**src/rtl/id_pkg.sv**
```systemverilog
// id_pkg: shared constants and types for the instruction-decode stage.
//   - opcode constants for the base ISA
//   - instruction field bit positions
//   - ID/EX control bundle type and the load-detect helper
package id_pkg;

  localparam logic [5:0] OP_RTYPE = 6'b000000;
  localparam logic [5:0] OP_LOAD  = 6'b100011;
  localparam logic [5:0] OP_STORE = 6'b101011;
  localparam logic [5:0] OP_BEQ   = 6'b000100;
  localparam logic [5:0] OP_J     = 6'b000010;

  localparam int INSTR_W = 32;
  localparam int OPC_HI  = 31;
  localparam int OPC_LO  = 26;
  localparam int RS_HI   = 25;
  localparam int RS_LO   = 21;
  localparam int RT_HI   = 20;
  localparam int RT_LO   = 16;
  localparam int RD_HI   = 15;
  localparam int RD_LO   = 11;

  // Control half of the ID/EX register; the data half is parameter-sized
  // and lives in the stage itself.
  typedef struct packed {
    logic       vld;
    logic       mem_read;
    logic [5:0] opcode;
  } idex_ctrl_t;

  function automatic logic is_load(input logic [5:0] op, input logic [5:0] load_op);
    return op == load_op;
  endfunction

endpackage

```
**src/rtl/id_stage_pipe_if.sv**
```systemverilog
// id_stage_pipe_if: bundles the decode stage's IF/ID inputs, write-back
// port, EX-side control and ID/EX register outputs.
//   slave  : the decode stage (drives id_stall and the ID/EX outputs)
//   master : the surrounding pipeline / bench
interface id_stage_pipe_if #(
  parameter int DATA_W = 32,
  parameter int ADDR_W = 5
);
  logic              in_valid;
  logic [31:0]       instructions;
  logic [DATA_W-1:0] IF_ID_PC;
  logic              wb_en;
  logic [ADDR_W-1:0] wb_sel;
  logic [DATA_W-1:0] wb_data;
  logic              ex_stall;
  logic              flush;
  logic              id_stall;
  logic              out_valid;
  logic [DATA_W-1:0] ID_PC;
  logic [DATA_W-1:0] readData1;
  logic [DATA_W-1:0] readData2;
  logic [DATA_W-1:0] SE_Imm;
  logic [5:0]        opcode;
  logic [ADDR_W-1:0] rs_out;
  logic [ADDR_W-1:0] rt_out;
  logic [ADDR_W-1:0] rd_out;
  logic              mem_read;

  modport slave (
    input  in_valid, instructions, IF_ID_PC, wb_en, wb_sel, wb_data,
           ex_stall, flush,
    output id_stall, out_valid, ID_PC, readData1, readData2, SE_Imm,
           opcode, rs_out, rt_out, rd_out, mem_read
  );

  modport master (
    output in_valid, instructions, IF_ID_PC, wb_en, wb_sel, wb_data,
           ex_stall, flush,
    input  id_stall, out_valid, ID_PC, readData1, readData2, SE_Imm,
           opcode, rs_out, rt_out, rd_out, mem_read
  );
endinterface

```
**src/rtl/id_stage_pipe_rf.sv**
```systemverilog
// reg_file_bypass: 2-read / 1-write register file, 2**ADDR_W entries.
//   clk, rst_n        : clock, async active-low clear of all entries
//   we, waddr, wdata  : write port (writes to entry 0 are dropped)
//   raddr1/2, rdata1/2: combinational read ports; entry 0 reads 0; with
//                       BYPASS=1 a same-cycle write to the read address
//                       is forwarded onto the read data.
module reg_file_bypass #(
  parameter int DATA_W = 32,
  parameter int ADDR_W = 5,
  parameter int BYPASS = 1
) (
  input  logic              clk,
  input  logic              rst_n,
  input  logic              we,
  input  logic [ADDR_W-1:0] waddr,
  input  logic [DATA_W-1:0] wdata,
  input  logic [ADDR_W-1:0] raddr1,
  input  logic [ADDR_W-1:0] raddr2,
  output logic [DATA_W-1:0] rdata1,
  output logic [DATA_W-1:0] rdata2
);
  localparam int DEPTH = 1 << ADDR_W;

  logic [DEPTH-1:0][DATA_W-1:0] mem;

  // Entry 0 is never written, so it holds its reset value of zero.
  always_ff @(posedge clk or negedge rst_n) begin
    if (!rst_n)                   mem <= '0;
    else if (we && waddr != '0)   mem[waddr] <= wdata;
  end

  function automatic logic [DATA_W-1:0] rd(input logic [ADDR_W-1:0] a);
    if (a == '0)                          return '0;
    if (BYPASS != 0 && we && waddr == a)  return wdata;
    return mem[a];
  endfunction

  always_comb begin
    rdata1 = rd(raddr1);
    rdata2 = rd(raddr2);
  end
endmodule

```
**src/rtl/id_stage_pipe.sv**
```systemverilog
// id_stage_pipe: instruction-decode stage between IF/ID and EX.
//   Clk, Reset : rising-edge clock, async active-low reset
//   bus        : id_stage_pipe_if.slave
//     in        - in_valid, instructions, IF_ID_PC (IF/ID register)
//     in        - wb_en, wb_sel, wb_data (write-back port)
//     in        - ex_stall (hold ID/EX), flush (kill incoming instruction)
//     out       - id_stall (combinational: hold PC and IF/ID)
//     out       - out_valid, ID_PC, readData1/2, SE_Imm, opcode,
//                 rs_out/rt_out/rd_out, mem_read (ID/EX register)
// Decodes fields, reads the register file, sign-extends the immediate and
// registers everything into ID/EX. A load in ID/EX whose rt feeds the
// instruction in ID inserts one bubble.
module id_stage_pipe
  import id_pkg::*;
#(
  parameter int         DATA_W  = 32,
  parameter int         ADDR_W  = 5,
  parameter int         IMM_W   = 16,
  parameter int         BYPASS  = 1,
  parameter logic [5:0] LOAD_OP = OP_LOAD
) (
  input  logic           Clk,
  input  logic           Reset,
  id_stage_pipe_if.slave bus
);

  // ---------------- decode ----------------
  logic [5:0]        opc_d;
  logic [ADDR_W-1:0] rs_d, rt_d, rd_d;
  logic [IMM_W-1:0]  imm_d;
  logic [DATA_W-1:0] se_d, rdata1, rdata2;

  assign opc_d = bus.instructions[OPC_HI:OPC_LO];
  // Size casts zero-extend or truncate the 5-bit fields to ADDR_W.
  assign rs_d  = ADDR_W'(bus.instructions[RS_HI:RS_LO]);
  assign rt_d  = ADDR_W'(bus.instructions[RT_HI:RT_LO]);
  assign rd_d  = ADDR_W'(bus.instructions[RD_HI:RD_LO]);
  assign imm_d = bus.instructions[IMM_W-1:0];
  assign se_d  = DATA_W'($signed(imm_d));

  reg_file_bypass #(
    .DATA_W (DATA_W),
    .ADDR_W (ADDR_W),
    .BYPASS (BYPASS)
  ) u_rf (
    .clk    (Clk),
    .rst_n  (Reset),
    .we     (bus.wb_en),
    .waddr  (bus.wb_sel),
    .wdata  (bus.wb_data),
    .raddr1 (rs_d),
    .raddr2 (rt_d),
    .rdata1 (rdata1),
    .rdata2 (rdata2)
  );

  // ---------------- ID/EX register ----------------
  idex_ctrl_t        ctrl_q;
  logic [DATA_W-1:0] pc_q, rd1_q, rd2_q, se_q;
  logic [ADDR_W-1:0] rs_q, rt_q, rd_q;
  logic              hazard;

  // Load in ID/EX writing a register the ID instruction reads.
  assign hazard = bus.in_valid & ctrl_q.vld & ctrl_q.mem_read & (rt_q != '0) &
                  ((rt_q == rs_d) | (rt_q == rt_d));

  // Flush empties ID/EX, so nothing upstream needs to wait. Reset is
  // included so the stall is low while the stage is held in reset.
  assign bus.id_stall = (bus.ex_stall | hazard) & ~bus.flush & Reset;

  always_ff @(posedge Clk or negedge Reset) begin
    if (!Reset) begin
      ctrl_q <= '0;
      pc_q   <= '0;
      rd1_q  <= '0;
      rd2_q  <= '0;
      se_q   <= '0;
      rs_q   <= '0;
      rt_q   <= '0;
      rd_q   <= '0;
    end else if (bus.flush) begin
      ctrl_q.vld <= 1'b0;
    end else if (!bus.ex_stall) begin
      if (hazard) begin
        // Bubble; IF/ID holds, so the same instruction is re-decoded.
        ctrl_q.vld      <= 1'b0;
        ctrl_q.mem_read <= 1'b0;
      end else begin
        ctrl_q.vld      <= bus.in_valid;
        ctrl_q.mem_read <= is_load(opc_d, LOAD_OP) & bus.in_valid;
        ctrl_q.opcode   <= opc_d;
        pc_q            <= bus.IF_ID_PC;
        rd1_q           <= rdata1;
        rd2_q           <= rdata2;
        se_q            <= se_d;
        rs_q            <= rs_d;
        rt_q            <= rt_d;
        rd_q            <= rd_d;
      end
    end
  end

  assign bus.out_valid = ctrl_q.vld;
  assign bus.mem_read  = ctrl_q.mem_read;
  assign bus.opcode    = ctrl_q.opcode;
  assign bus.ID_PC     = pc_q;
  assign bus.readData1 = rd1_q;
  assign bus.readData2 = rd2_q;
  assign bus.SE_Imm    = se_q;
  assign bus.rs_out    = rs_q;
  assign bus.rt_out    = rt_q;
  assign bus.rd_out    = rd_q;

endmodule

```
**src/flat_wrapper.sv**
```systemverilog
// flat-port wrapper written by rule: the top's interface ports become plain ports
module id_stage_pipe_flat import id_pkg::*;
#(
  parameter int         DATA_W  = 32,
  parameter int         ADDR_W  = 5,
  parameter int         IMM_W   = 16,
  parameter int         BYPASS  = 1,
  parameter logic [5:0] LOAD_OP = OP_LOAD
)
  (Clk, Reset, bus_in_valid, bus_instructions, bus_IF_ID_PC, bus_wb_en, bus_wb_sel, bus_wb_data, bus_ex_stall, bus_flush, bus_id_stall, bus_out_valid, bus_ID_PC, bus_readData1, bus_readData2, bus_SE_Imm, bus_opcode, bus_rs_out, bus_rt_out, bus_rd_out, bus_mem_read);
  id_stage_pipe_if #(.DATA_W(DATA_W), .ADDR_W(ADDR_W)) bus_i ();
  input  logic Clk;
  input  logic Reset;
  input wire logic [$bits(bus_i.in_valid)-1:0] bus_in_valid;
  input wire logic [$bits(bus_i.instructions)-1:0] bus_instructions;
  input wire logic [$bits(bus_i.IF_ID_PC)-1:0] bus_IF_ID_PC;
  input wire logic [$bits(bus_i.wb_en)-1:0] bus_wb_en;
  input wire logic [$bits(bus_i.wb_sel)-1:0] bus_wb_sel;
  input wire logic [$bits(bus_i.wb_data)-1:0] bus_wb_data;
  input wire logic [$bits(bus_i.ex_stall)-1:0] bus_ex_stall;
  input wire logic [$bits(bus_i.flush)-1:0] bus_flush;
  output wire logic [$bits(bus_i.id_stall)-1:0] bus_id_stall;
  output wire logic [$bits(bus_i.out_valid)-1:0] bus_out_valid;
  output wire logic [$bits(bus_i.ID_PC)-1:0] bus_ID_PC;
  output wire logic [$bits(bus_i.readData1)-1:0] bus_readData1;
  output wire logic [$bits(bus_i.readData2)-1:0] bus_readData2;
  output wire logic [$bits(bus_i.SE_Imm)-1:0] bus_SE_Imm;
  output wire logic [$bits(bus_i.opcode)-1:0] bus_opcode;
  output wire logic [$bits(bus_i.rs_out)-1:0] bus_rs_out;
  output wire logic [$bits(bus_i.rt_out)-1:0] bus_rt_out;
  output wire logic [$bits(bus_i.rd_out)-1:0] bus_rd_out;
  output wire logic [$bits(bus_i.mem_read)-1:0] bus_mem_read;
  assign bus_i.in_valid = bus_in_valid;
  assign bus_i.instructions = bus_instructions;
  assign bus_i.IF_ID_PC = bus_IF_ID_PC;
  assign bus_i.wb_en = bus_wb_en;
  assign bus_i.wb_sel = bus_wb_sel;
  assign bus_i.wb_data = bus_wb_data;
  assign bus_i.ex_stall = bus_ex_stall;
  assign bus_i.flush = bus_flush;
  assign bus_id_stall = bus_i.id_stall;
  assign bus_out_valid = bus_i.out_valid;
  assign bus_ID_PC = bus_i.ID_PC;
  assign bus_readData1 = bus_i.readData1;
  assign bus_readData2 = bus_i.readData2;
  assign bus_SE_Imm = bus_i.SE_Imm;
  assign bus_opcode = bus_i.opcode;
  assign bus_rs_out = bus_i.rs_out;
  assign bus_rt_out = bus_i.rt_out;
  assign bus_rd_out = bus_i.rd_out;
  assign bus_mem_read = bus_i.mem_read;
  id_stage_pipe #(.DATA_W(DATA_W), .ADDR_W(ADDR_W), .IMM_W(IMM_W), .BYPASS(BYPASS), .LOAD_OP(LOAD_OP)) u_core (.Clk(Clk), .Reset(Reset), .bus(bus_i));
endmodule
```
**config.mk**
```make
export PLATFORM = sky130hd
export DESIGN_NAME = id_stage_pipe_flat
export DESIGN_NICKNAME = d
export VERILOG_FILES = /design/src/rtl/id_pkg.sv /design/src/rtl/id_stage_pipe_if.sv /design/src/rtl/id_stage_pipe_rf.sv /design/src/rtl/id_stage_pipe.sv /design/src/flat_wrapper.sv
export SDC_FILE = /design/constraint.sdc
export NUM_CORES = 2
export LEC_CHECK = 0
export CELL_PAD_IN_SITES_DETAIL_PLACEMENT = 1
export CELL_PAD_IN_SITES_GLOBAL_PLACEMENT = 1
export CORE_MARGIN = 1.5
export CORE_UTILIZATION = 48
export DETAILED_ROUTE_END_ITERATION = 10
export PLACE_DENSITY = 0.73
export SETUP_SLACK_MARGIN = 0.15
export SYNTH_ARGS = -nofsm -noshare
export SYNTH_HDL_FRONTEND = slang
export SYNTH_SLANG_ARGS = --single-unit
```
**constraint.sdc**
```tcl
create_clock -name Clk -period 2.4 [get_ports Clk]
set_input_delay 0.36 -clock Clk [delete_from_list [all_inputs] [get_ports Clk]]
set_output_delay 0.36 -clock Clk [all_outputs]
set_load 0.005 [all_outputs]
```
==> metrics.csv <==
metric,value,unit
fin nets,4085,
CP cell instances,or4_4 -> o2111ai_2 -> buf_4 -> buf_6 -> nor2_4 -> nor2_2 -> nor3b_1 -> buf_2,
vias in the first global route,41800,
crit share post-route,1.18,
Worst Hold Class,in -> reg,
Worst slew margin,0.403,
antenna violations before repair,4,
Setup-failing EPs final,129,
clk slew on worst S/H paths,0.05,ns
Root Buffer,clkbuf_16,
post-synthesis cell count,3615,
Yosys warnings,0,
htree depth,4,
vias post-DR,38300,
post-layout min period,2.84,ns
Crit Path Max Fanout,2,
HP Start,bus_instructions[16],
Yosys reg bits,1154,
TritonCTS clock tree,done,
Fin Setup TNS,-32.46,ns
vias per inst,6.71,
number of I/O pins,259,
CTS buffer count,131,
register area share after synthesis,0.486,
Core ar.,0.122,mm²
Initial Util,0.486,
Hold Path Stages,3,
row count,128,
"top cells by count, synth","dfrtp_1 (1154), mux2_2 (1018), mux4_2 (634)",
area grow syn2layout,22.1,%
worst path bufs/invs,3,
Tightest Pin Transition,0.895,ns
worst path required time,2.04,ns
die area,0.126,mm²
Worst R2R End,u_core.bus.readData1[31],
Final Skew,0.0270,ns
worst skew pair latency,0.78,ns
"Avg Cell Area, Syn",16.4,µm²
Synth async-reset ratio,1.00,
Yosys top cell area share,0.486,
final WL,204000,µm
Crit-path slowest cell,or4_4,
pre-CTS WS,-0.432,ns
Avg WL per Cell,35.7,µm
CP endpoint kind,output pin,
GPL Wtd Cong,0.841,
main area contributors after synthesis,"dfrtp_1 (49%), mux4_2 (24%), mux2_2 (19%), clkbuf_1 (1.8%), mux2_1 (1.6%)",
final hold vios,0,
path depth of the worst reg2reg path,13,
GRT Residual Overflow,0,
Post-Syn Nets,3722,
DPL Wire Length,123000,µm
"EDFF count, synth",0,
port buffer count,258,
reg2reg start,u_core.bus.rt_out[0],
Worst Setup Start Kind,register,
Final Core Density,0.593,
Worst path top cell family by delay,simple AND/OR/NAND/NOR gates,
Antenna Violating Nets Remaining,0,
fin worst setup slack,-0.440,ns
share of cells above drive strength 1,0.577,
Die X,355,µm
Max VDD drop,0.769,mV
Non-Filler Instances,5706,
Yosys cell types,39,
"Cell Area, Synth",0.0594,mm²
largest net degree at the start of global routing,147,
outcome,"complete, but fails checks",
P_leak,31.1,nW
max capacitance violation total,0,
Total GRT Usage,0.328,
Power Dens Cells,831,mW/mm²
Max stage delay on crit path,0.54,ns
Sink Count,1154,
max-slew violations,0,
Yosys top cell by area,dfrtp_1,
violated checks,setup timing,
clk buf depth,3,
fmax,352,MHz
first-pass GRT wire length,299000,µm
"Endpoint, Worst Hold",u_core.bus.rt_out[0],
top-count cell post-synth,dfrtp_1,
Worst Path Arrival,2.48,ns
die height,355,µm
"Top FF cell, synth",dfrtp_1,
placed insts,5407,
reg-to-reg setup timing slack,-0.35,ns
critical path type,reg -> out,
DRC violations left,0,
Initial DRT Pass Iterations,5,
RSZ-0062 raised after global routing,yes,
drt first-iter violations,3379,
## area by class of cell
cell class | instances | area (µm²)
fill | 10700 | 49800
multi-input combinational | 2027 | 29000
sequential | 1154 | 28900
timing repair buffer | 662 | 8130
clock buffer | 185 | 3830
tap | 1625 | 2030
clock inverter | 47 | 622
antenna | 4 | 10.0
inverter | 2 | 7.51
## worst max-delay path by stage
stage                                     from                       end  slack [ns]  cells after the start
after detailed placement  bus_instructions[18]  u_core.bus.readData2[17]       -0.43                      9
after global routing      u_core.bus.rt_out[0]              bus_id_stall       -0.53                      8
after CTS                 u_core.bus.rt_out[3]              bus_id_stall       -0.44                      8
final                     u_core.bus.rt_out[0]              bus_id_stall       -0.44                      8
after global placement    bus_instructions[21]  u_core.bus.readData1[29]       -0.38                      9
after floorplan           bus_instructions[16]   u_core.bus.readData2[0]        0.02                      7
## metrics by stage
| step | hold WS [ns] | cell area, µm² | total power, mW |
|---|---|---|---|
| 2_1_floorplan | 0.0644 | 60200 | 34.0 |
| 3_3_place_gp | 0.377 | 66600 | 37.9 |
| 3_5_place_dp | 0.384 | 66600 | 39.0 |
| 4_1_cts | 0.117 | 72100 | 60.4 |
| 5_1_grt | 0.156 | 72500 | 62.4 |
| 6_report | 0.152 | 72500 | 60.3 |
## placed cells by master, fill, tap and decap left out, types with 22 or more instances in the layout
cell / instances
dfrtp_1: 1151
mux2_2: 1013
mux4_2: 634
clkdlybuf4s50_1: 245
buf_4: 204
buf_12: 150
clkbuf_16: 140
mux2_1: 84
a221o_1: 62
and2_1: 35
and2_4: 25
clkbuf_1: 25
clkbuf_8: 24
nand2_1: 23
buf_16: 22
## logic make-up (layout without fill, tap and decap cells)
group | after synthesis | in the layout | share of synthesized area
buffers and inverters | 434 | 896 | 0.0314
muxes | 1744 | 1744 | 0.451
other | 0 | 4 | 0
AOI/OAI and AO/OA | 93 | 93 | 0.0135
and+or+nand+nor | 170 | 170 | 0.0155
xor gates and xnor gates | 20 | 20 | 0.00295
DFF | 1154 | 1154 | 0.486
## layer usage
metal	routed length, µm	part of all wire	global-route usage
met5	13	0.000064	0
met2	98000	0.48	0.517
met1	81100	0.40	0.444
met4	9260	0.045	0.143
met3	15300	0.075	0.0673
## worst reg2reg max path, delay by kind of cell, from the launching register on
kind / cells / cell delay (ns)
AO/OA/AOI/OAI: 3 / 0.44
buffers and inverters: 8 / 1.18
flip-flops: 1 / 0.39
AND/OR/NAND/NOR: 2 / 0.68
## power breakdown
group          switching [mW]  internal [mW]
clock network            8.44           12.4
registers                3.12           23.2
logic                    4.64           8.43
total                    16.2           44.1
## sequential cells by signal, summed over array words and instances, names as in the netlist
| signal | cells |
|---|---|
| u_core.bus.SE_Imm | 11 |
| u_core.bus.readData1 | 32 |
| u_core.bus.mem_read | 1 |
| u_core.bus.rs_out | 5 |
| u_core.bus.rd_out | 5 |
| u_core.bus.rt_out | 5 |
| u_core.bus.out_valid | 1 |
| u_core.bus.opcode | 6 |
| u_core.u_rf.mem | 1024 |
| u_core.bus.ID_PC | 32 |
| u_core.bus.readData2 | 32 |
## timing repair
action                                 CTS  global route
gates cloned                            16             4
setup endpoints to repair              126           130
endpoints found under the hold margin  148             0
pin swaps                               42            24
resized for setup                       99            36
hold buffers                             1             0
setup buffers                           28            14
Note: power is estimated with default switching activity, not from simulation.
